File: src/rtl/sb_bus_arbiter.sv
// -----------------------------------------------------------------------------
// sb_bus_arbiter
//
// Round-robin arbiter for the shared SB bus. It collects bus requests and lock
// requests from up to NUM_MASTERS masters. It drives a registered one-hot grant
// and the matching master index, which selects the SB address/control/data mux.
// A master that received a SPLIT response is masked out until its slave
// releases it. A locked sequence keeps the bus with its owner.
//
// Parameters
//   NUM_MASTERS     number of requesting masters (2..8)
//   ID_WIDTH        width of sb_master_id, at least clog2(NUM_MASTERS)
//   DEFAULT_MASTER  master that is parked on the bus when nobody requests
//
// Ports
//   sb_clk            in   bus clock, all state changes on the rising edge
//   sb_reset          in   synchronous active-high reset
//   sb_busreq         in   bit i: master i requests the bus
//   sb_lock           in   bit i: master i requests a locked access
//   sb_trans          in   trans of the current owner (IDLE0 BUSY1 NONSEQ2 SEQ3)
//   sb_ready          in   muxed slave ready
//   sb_resp           in   muxed slave response (OKAY1 ERROR2 SPLIT3)
//   sb_split_release  in   bit i: the slave re-enables split master i
//   sb_grant          out  one-hot grant; all zero only when parked on nobody
//   sb_master_id      out  index of the current owner (SB mux select)
//   sb_mastlock       out  current transfer belongs to a locked sequence
//   sb_parked         out  no unmasked requester, bus parked
// -----------------------------------------------------------------------------
module sb_bus_arbiter #(
  parameter int NUM_MASTERS    = 4,
  parameter int ID_WIDTH       = 2,
  parameter int DEFAULT_MASTER = 0
) (
  input  logic                   sb_clk,
  input  logic                   sb_reset,
  input  logic [NUM_MASTERS-1:0] sb_busreq,
  input  logic [NUM_MASTERS-1:0] sb_lock,
  input  logic [1:0]             sb_trans,
  input  logic                   sb_ready,
  input  logic [1:0]             sb_resp,
  input  logic [NUM_MASTERS-1:0] sb_split_release,
  output logic [NUM_MASTERS-1:0] sb_grant,
  output logic [ID_WIDTH-1:0]    sb_master_id,
  output logic                   sb_mastlock,
  output logic                   sb_parked
);

  localparam logic [1:0] TRANS_IDLE   = 2'd0;
  localparam logic [1:0] TRANS_NONSEQ = 2'd2;
  localparam logic [1:0] RESP_SPLIT   = 2'd3;

  localparam logic [ID_WIDTH-1:0] DEFAULT_ID = ID_WIDTH'(DEFAULT_MASTER);

  typedef enum logic [1:0] {
    ARB_PARK  = 2'd0,
    ARB_OWN   = 2'd1,
    ARB_SPLIT = 2'd2
  } arb_state_e;

  // ---------------------------------------------------------------------------
  // State
  // ---------------------------------------------------------------------------
  arb_state_e             state_q, state_d;
  logic [ID_WIDTH-1:0]    owner_q, owner_d;
  logic [ID_WIDTH-1:0]    rr_ptr_q, rr_ptr_d;
  logic [NUM_MASTERS-1:0] grant_q, grant_d;
  logic [NUM_MASTERS-1:0] split_mask_q, split_mask_d;
  logic                   locked_q, locked_d;
  logic                   parked_q, parked_d;

  // ---------------------------------------------------------------------------
  // Qualifiers for the current cycle
  // ---------------------------------------------------------------------------
  logic [NUM_MASTERS-1:0] eligible;
  logic [NUM_MASTERS-1:0] scan_req;
  logic [NUM_MASTERS-1:0] split_set;
  logic                   pick_valid;
  logic [ID_WIDTH-1:0]    pick_idx;
  logic                   owner_req;
  logic                   split_rsp;
  logic                   lock_now;
  logic                   unlock_now;
  logic                   locked_eff;
  logic                   rearb_point;

  assign eligible  = sb_busreq & ~split_mask_q;
  assign owner_req = sb_busreq[owner_q];

  // A SPLIT is recognised on its first response cycle (ready still low).
  assign split_rsp = (state_q == ARB_OWN) && !sb_ready && (sb_resp == RESP_SPLIT);

  // The lock takes effect in the NONSEQ cycle itself, so that cycle can
  // never become a rearbitration point.
  assign lock_now   = sb_lock[owner_q] && (sb_trans == TRANS_NONSEQ);
  // Unlocking happens in an otherwise qualifying cycle. That cycle is then
  // also a rearbitration point, so the bus is handed on without a gap.
  assign unlock_now = locked_q && sb_ready && (sb_trans == TRANS_IDLE) &&
                      !sb_lock[owner_q];
  assign locked_eff = (locked_q && !unlock_now) || lock_now;

  // A burst in flight (SEQ/BUSY with the request still held) never yields.
  assign rearb_point = sb_ready && !locked_eff &&
                       ((sb_trans == TRANS_IDLE) || !owner_req);

  // While leaving a split, the split owner is excluded explicitly. This
  // matters even if its release arrives in the same cycle.
  always_comb begin
    scan_req = eligible;
    if (state_q == ARB_SPLIT) begin
      scan_req[owner_q] = 1'b0;
    end
  end

  // Round-robin pick. The scan starts at rr_ptr+1 and wraps, so the previous
  // owner is considered last. The loop runs from the far end down, which
  // leaves the nearest eligible index as the final assignment.
  // NOTE: every variable written in an always_comb receives a default before
  // any conditional assignment, so no path can hold a stale value (no latch).
  always_comb begin : rr_pick
    logic [ID_WIDTH-1:0] scan_idx;
    pick_valid = 1'b0;
    pick_idx   = DEFAULT_ID;
    scan_idx   = DEFAULT_ID;
    for (int k = NUM_MASTERS; k >= 1; k--) begin
      scan_idx = ID_WIDTH'((int'(rr_ptr_q) + k) % NUM_MASTERS);
      if (scan_req[scan_idx]) begin
        pick_valid = 1'b1;
        pick_idx   = scan_idx;
      end
    end
  end

  // ---------------------------------------------------------------------------
  // Next-state logic
  // ---------------------------------------------------------------------------
  always_comb begin : next_state
    logic go_own;
    logic go_park;

    state_d   = state_q;
    owner_d   = owner_q;
    rr_ptr_d  = rr_ptr_q;
    locked_d  = locked_q;
    split_set = '0;
    go_own    = 1'b0;
    go_park   = 1'b0;

    unique case (state_q)
      ARB_PARK: begin
        // An idle bus has no transfer to protect, so any eligible requester
        // is granted immediately.
        if (pick_valid) begin
          go_own = 1'b1;
        end
      end

      ARB_OWN: begin
        if (split_rsp) begin
          // Lock does not protect the owner against a SPLIT.
          state_d            = ARB_SPLIT;
          split_set[owner_q] = 1'b1;
          locked_d           = 1'b0;
        end else if (rearb_point && !pick_valid) begin
          go_park = 1'b1;
        end else if (rearb_point && (pick_idx != owner_q)) begin
          go_own = 1'b1;
        end else begin
          locked_d = locked_eff;
        end
      end

      ARB_SPLIT: begin
        // Second response cycle: the bus is free for someone else.
        if (sb_ready) begin
          if (pick_valid) begin
            go_own = 1'b1;
          end else begin
            go_park = 1'b1;
          end
        end
      end

      default: begin
        go_park = 1'b1;
      end
    endcase

    // A new owner starts unlocked; its own NONSEQ with lock sets the lock.
    if (go_own) begin
      state_d  = ARB_OWN;
      owner_d  = pick_idx;
      rr_ptr_d = pick_idx;
      locked_d = 1'b0;
    end
    // Parking leaves rr_ptr alone, so fairness continues from the last owner.
    if (go_park) begin
      state_d  = ARB_PARK;
      owner_d  = DEFAULT_ID;
      locked_d = 1'b0;
    end
  end

  // A set and a release on the same master in the same cycle leave the bit
  // set. A release of a clear bit has no effect.
  assign split_mask_d = (split_mask_q & ~sb_split_release) | split_set;

  // The grant is derived from the next owner. Grant and master_id are
  // therefore registered from the same source and always move together.
  // A parked default master that is itself split receives no grant.
  always_comb begin
    grant_d = '0;
    if (state_d == ARB_PARK) begin
      if (!split_mask_d[DEFAULT_ID]) begin
        grant_d[DEFAULT_ID] = 1'b1;
      end
    end else begin
      grant_d[owner_d] = 1'b1;
    end
  end

  assign parked_d = (state_d == ARB_PARK);

  // ---------------------------------------------------------------------------
  // State registers
  // ---------------------------------------------------------------------------
  // NOTE: sequential state uses non-blocking assignments only, so every
  // register samples the values from before the edge, whatever the
  // statement order.
  always_ff @(posedge sb_clk) begin
    if (sb_reset) begin
      state_q      <= ARB_PARK;
      owner_q      <= DEFAULT_ID;
      rr_ptr_q     <= DEFAULT_ID;
      grant_q      <= NUM_MASTERS'(1) << DEFAULT_MASTER;
      split_mask_q <= '0;
      locked_q     <= 1'b0;
      parked_q     <= 1'b1;
    end else begin
      state_q      <= state_d;
      owner_q      <= owner_d;
      rr_ptr_q     <= rr_ptr_d;
      grant_q      <= grant_d;
      split_mask_q <= split_mask_d;
      locked_q     <= locked_d;
      parked_q     <= parked_d;
    end
  end

  // ---------------------------------------------------------------------------
  // Outputs
  // ---------------------------------------------------------------------------
  assign sb_grant     = grant_q;
  assign sb_master_id = owner_q;
  assign sb_mastlock  = locked_q;
  assign sb_parked    = parked_q;

endmodule

File: config.mk
export PLATFORM = sky130hd
export DESIGN_NAME = sb_bus_arbiter
export DESIGN_NICKNAME = d
export VERILOG_FILES = /design/src/rtl/sb_bus_arbiter.sv
export SDC_FILE = /design/constraint.sdc
export NUM_CORES = 1
export LEC_CHECK = 0
export CAP_MARGIN = 20
export CORE_MARGIN = 1
export CORE_UTILIZATION = 53
export DETAILED_ROUTE_END_ITERATION = 8
export GPL_TIMING_DRIVEN = 0
export PLACE_DENSITY = 0.95
export SLEW_MARGIN = 30
export SYNTH_ARGS = -nofsm -noshare
export SYNTH_HDL_FRONTEND = slang
export SYNTH_SLANG_ARGS = --single-unit
File: constraint.sdc
create_clock -name sb_clk -period 5 [get_ports sb_clk]
set_clock_uncertainty 0.2 [all_clocks]
set_input_delay 0.5 -clock sb_clk [delete_from_list [all_inputs] [get_ports sb_clk]]
set_output_delay 0.5 -clock sb_clk [all_outputs]
set_load 0.02 [all_outputs]
==> impl_metrics.csv <==
group,metric,value,unit
power,p_leak,0.531,nW
sta,period_minus_slack,2.68,ns
place,place_hpwl,2.20,mm
place,dpl_cell_area,1430,µm²
die,dieArea,2350,µm²
yosys,avgSynthCellArea,8.68,µm²
sta,maxSlewViolCount,0,
worst_setup_path,arrival,2.65,ns
clocking,cts_tree,"done",
yosys,synth_flop_cell,"dfxtp_1",
clocking,cts_setup_buffers,0,
layout,final_area,1450,µm²
global_route,grt_max_degree,11,
worst_setup_path,endpoint_kind,"flop",
die,start_util,0.572,
clocking,cts_root_buf,"clkbuf_4",
yosys,synth_nets,151,
yosys,synth_top_area_frac,0.279,
clocking,cts-buffers-inserted,3,
global_route,grt_pass1_vias,1134,
hold_path,min_path_cells,2,
clocking,htreeDepth,1,
die,die_h,48.5,µm
drt,via_per_inst,6.07,
global_route,grt_overflow_total,0,
yosys,seq_area_frac_synth,0.279,
sta,slew-limit-headroom,0.409,
yosys,netlist_instances,132,
layout,drive_gt1_frac,0.150,
worst_setup_path,crit_type,"input pin to flop",
clocking,ctsHoldBuffers,0,
yosys,synth_warnings,0,
worst_setup_path,cp_max_fo,10,
run,cap_violations,0,
drt,drt-wirelength-per-cell,15.3,µm
drt,drc_errors,0,
yosys,synth_edf_count,0,
worst_setup_path,worstPathRequired,4.98,ns
drt,drt_iter0_markers,21,
layout,nFillCells,159,
drt,antenna_left,0,
sta,finalSetupViolations,0,
sta,grt_setup_unrepaired,"no",
clocking,clockBufferDepth,2,
die,rows,16,
yosys,yosysTopAreaCell,"dfxtp_1",
status,status,"finished clean",
sta,hold-worst-slack,0.294,ns
layout,final_cell_mix,"25 x clkdlybuf4s50_1, 16 x dfxtp_1, 13 x nand2_1",
clocking,clkSinkCount,16,
power,peakVddDrop,0.236,mV
sta,fin_setup_tns,0,ns
clocking,clkTransAtPathRegs,0.09,ns
place,gp_congestion,0.822,
yosys,synth_async_sr_flop_share,0,
yosys,ys_types,52,
layout,nets,181,
power,p_per_area,306,nW/µm²
layout,antenna_cells,0,
yosys,syn-cell-area,1150,µm²
global_route,grt_usage,0.268,
worst_setup_path,worstRegToRegCells,7,
die,core_area,2000,µm²
die,die_x,48.5,µm
worst_setup_path,ff2ff_setup_slack,2.34,ns
drt,dr_total_vias,1135,
worst_setup_path,crit_path_start_kind,"input pin",
worst_setup_path,r2r_start,"sb_master_id[1]",
sta,hold_violations,0,
sta,fmax,374,MHz
die,ios,27,
global_route,antenna_found_initial,0,
clocking,clk_latency,0.30,ns
hold_path,min-delay-start,"split_mask_q[3]",
worst_setup_path,regToRegEndpoint,"rr_ptr_q[0]",
sta,finalCritPeriodShare,0.535,
sta,max_slew.worst_pin.slew,0.880,ns
clocking,cts_resized,0,
hold_path,holdPathEnd,"split_mask_q[3]",
global_route,grt_pass1_wl,4.86,mm
yosys,ys_top_cells_by_area,"dfxtp_1 28%, a21oi_1 4.4%, nor2b_1 4.4%",
layout,layout_commonest_cell,"clkdlybuf4s50_1",
place,port_buffers,25,
yosys,ys_ff_latch,16,
layout,areaGrowthSynthToFinish,26.7,%
hold_path,hp-class,"flop to flop",
drt,first_pass_iters,4,
drt,drt-total-wl,2.87,mm
layout make-up:
cell class,instances,area [µm²],area share
clock buffer,3,22.5,0.0155
inverter,3,11.3,0.00775
multi-input combinational,107,778,0.536
sequential,16,320,0.220
buffer,6,36.3,0.0250
tap,27,33.8,0.0233
timing repair buffer,25,250,0.172
critical path, stage by stage:
cell and delay, ns:
clkdlybuf4s50_1 0.41, mux4_2 0.55, a21oi_2 0.20, a32oi_2 0.09, o21ai_2 0.17, nand2b_2 0.11
buf_6 0.15, o41ai_1 0.36, a21oi_1 0.11
power by group:
part,total (mW),switching (mW),internal [mW]
combinational,0.213,0.115,0.0983
clock,0.0709,0.0427,0.0281
sequential,0.160,0.0162,0.144
total,0.444,0.174,0.270
per-stage QoR:
step | std cells | util | total power [mW] | setup slack (ns)
2_1_floorplan | 132 | - | 0.308 | 2.48
3_3_place_gp | 184 | 0.714 | 0.364 | 2.07
3_5_place_dp | 184 | 0.714 | 0.372 | 2.02
4_1_cts | 187 | 0.726 | 0.442 | 2.33
5_1_grt | 187 | 0.726 | 0.467 | 2.15
6_report | 187 | 0.726 | 0.444 | 2.32
kinds of logic (layout without fill, tap and decap cells):
family	Yosys count	in the layout	share of synthesized area
buffers and inverters	9	37	0.0415
XOR/XNOR	2	2	0.0153
AO/OA/AOI/OAI	38	38	0.264
flip-flops	16	16	0.279
multiplexers	6	6	0.0753
AND/OR/NAND/NOR	61	61	0.324
layer usage:
layer | track usage | part of all wire | up-vias
met5 | 0 | 0 | -
met4 | 0.118 | 0.024 | 0
met3 | 0.0566 | 0.051 | 7
met2 | 0.505 | 0.51 | 50
met1 | 0.286 | 0.41 | 530
li1 | - | - | 548
registers in the layout, indices dropped and copies added (netlist names):
| name | cells |
|---|---|
| rr_ptr_q | 2 |
| split_mask_q | 4 |
| sb_mastlock | 1 |
| sb_grant | 4 |
| sb_master_id | 2 |
| state_q | 2 |
| sb_parked | 1 |
synth_stat cells (all sizes together), types with 2 or more instances:
master   number
nand2b        7
buf           5
mux2i         3
nand2        13
nor4          2
dfxtp        16
a31oi         4
a21o          4
a32oi         2
o21ai         5
or3           3
nor2         13
inv           3
nor2b         8
nor3          5
mux4          2
a21oi        12
nand4bb       2
worst max path at each step:
stage | startpoint | to | slack, ns
after global routing | sb_master_id[0] | rr_ptr_q[0] | 2.15
after global placement | sb_busreq[3] | rr_ptr_q[0] | 2.07
after floorplan | sb_master_id[0] | sb_grant[3] | 2.48
after detailed placement | sb_busreq[3] | rr_ptr_q[0] | 2.02
after CTS | sb_busreq[3] | rr_ptr_q[0] | 2.33
final | sb_lock[3] | rr_ptr_q[1] | 2.32
Note: power is estimated with default switching activity, not from simulation.
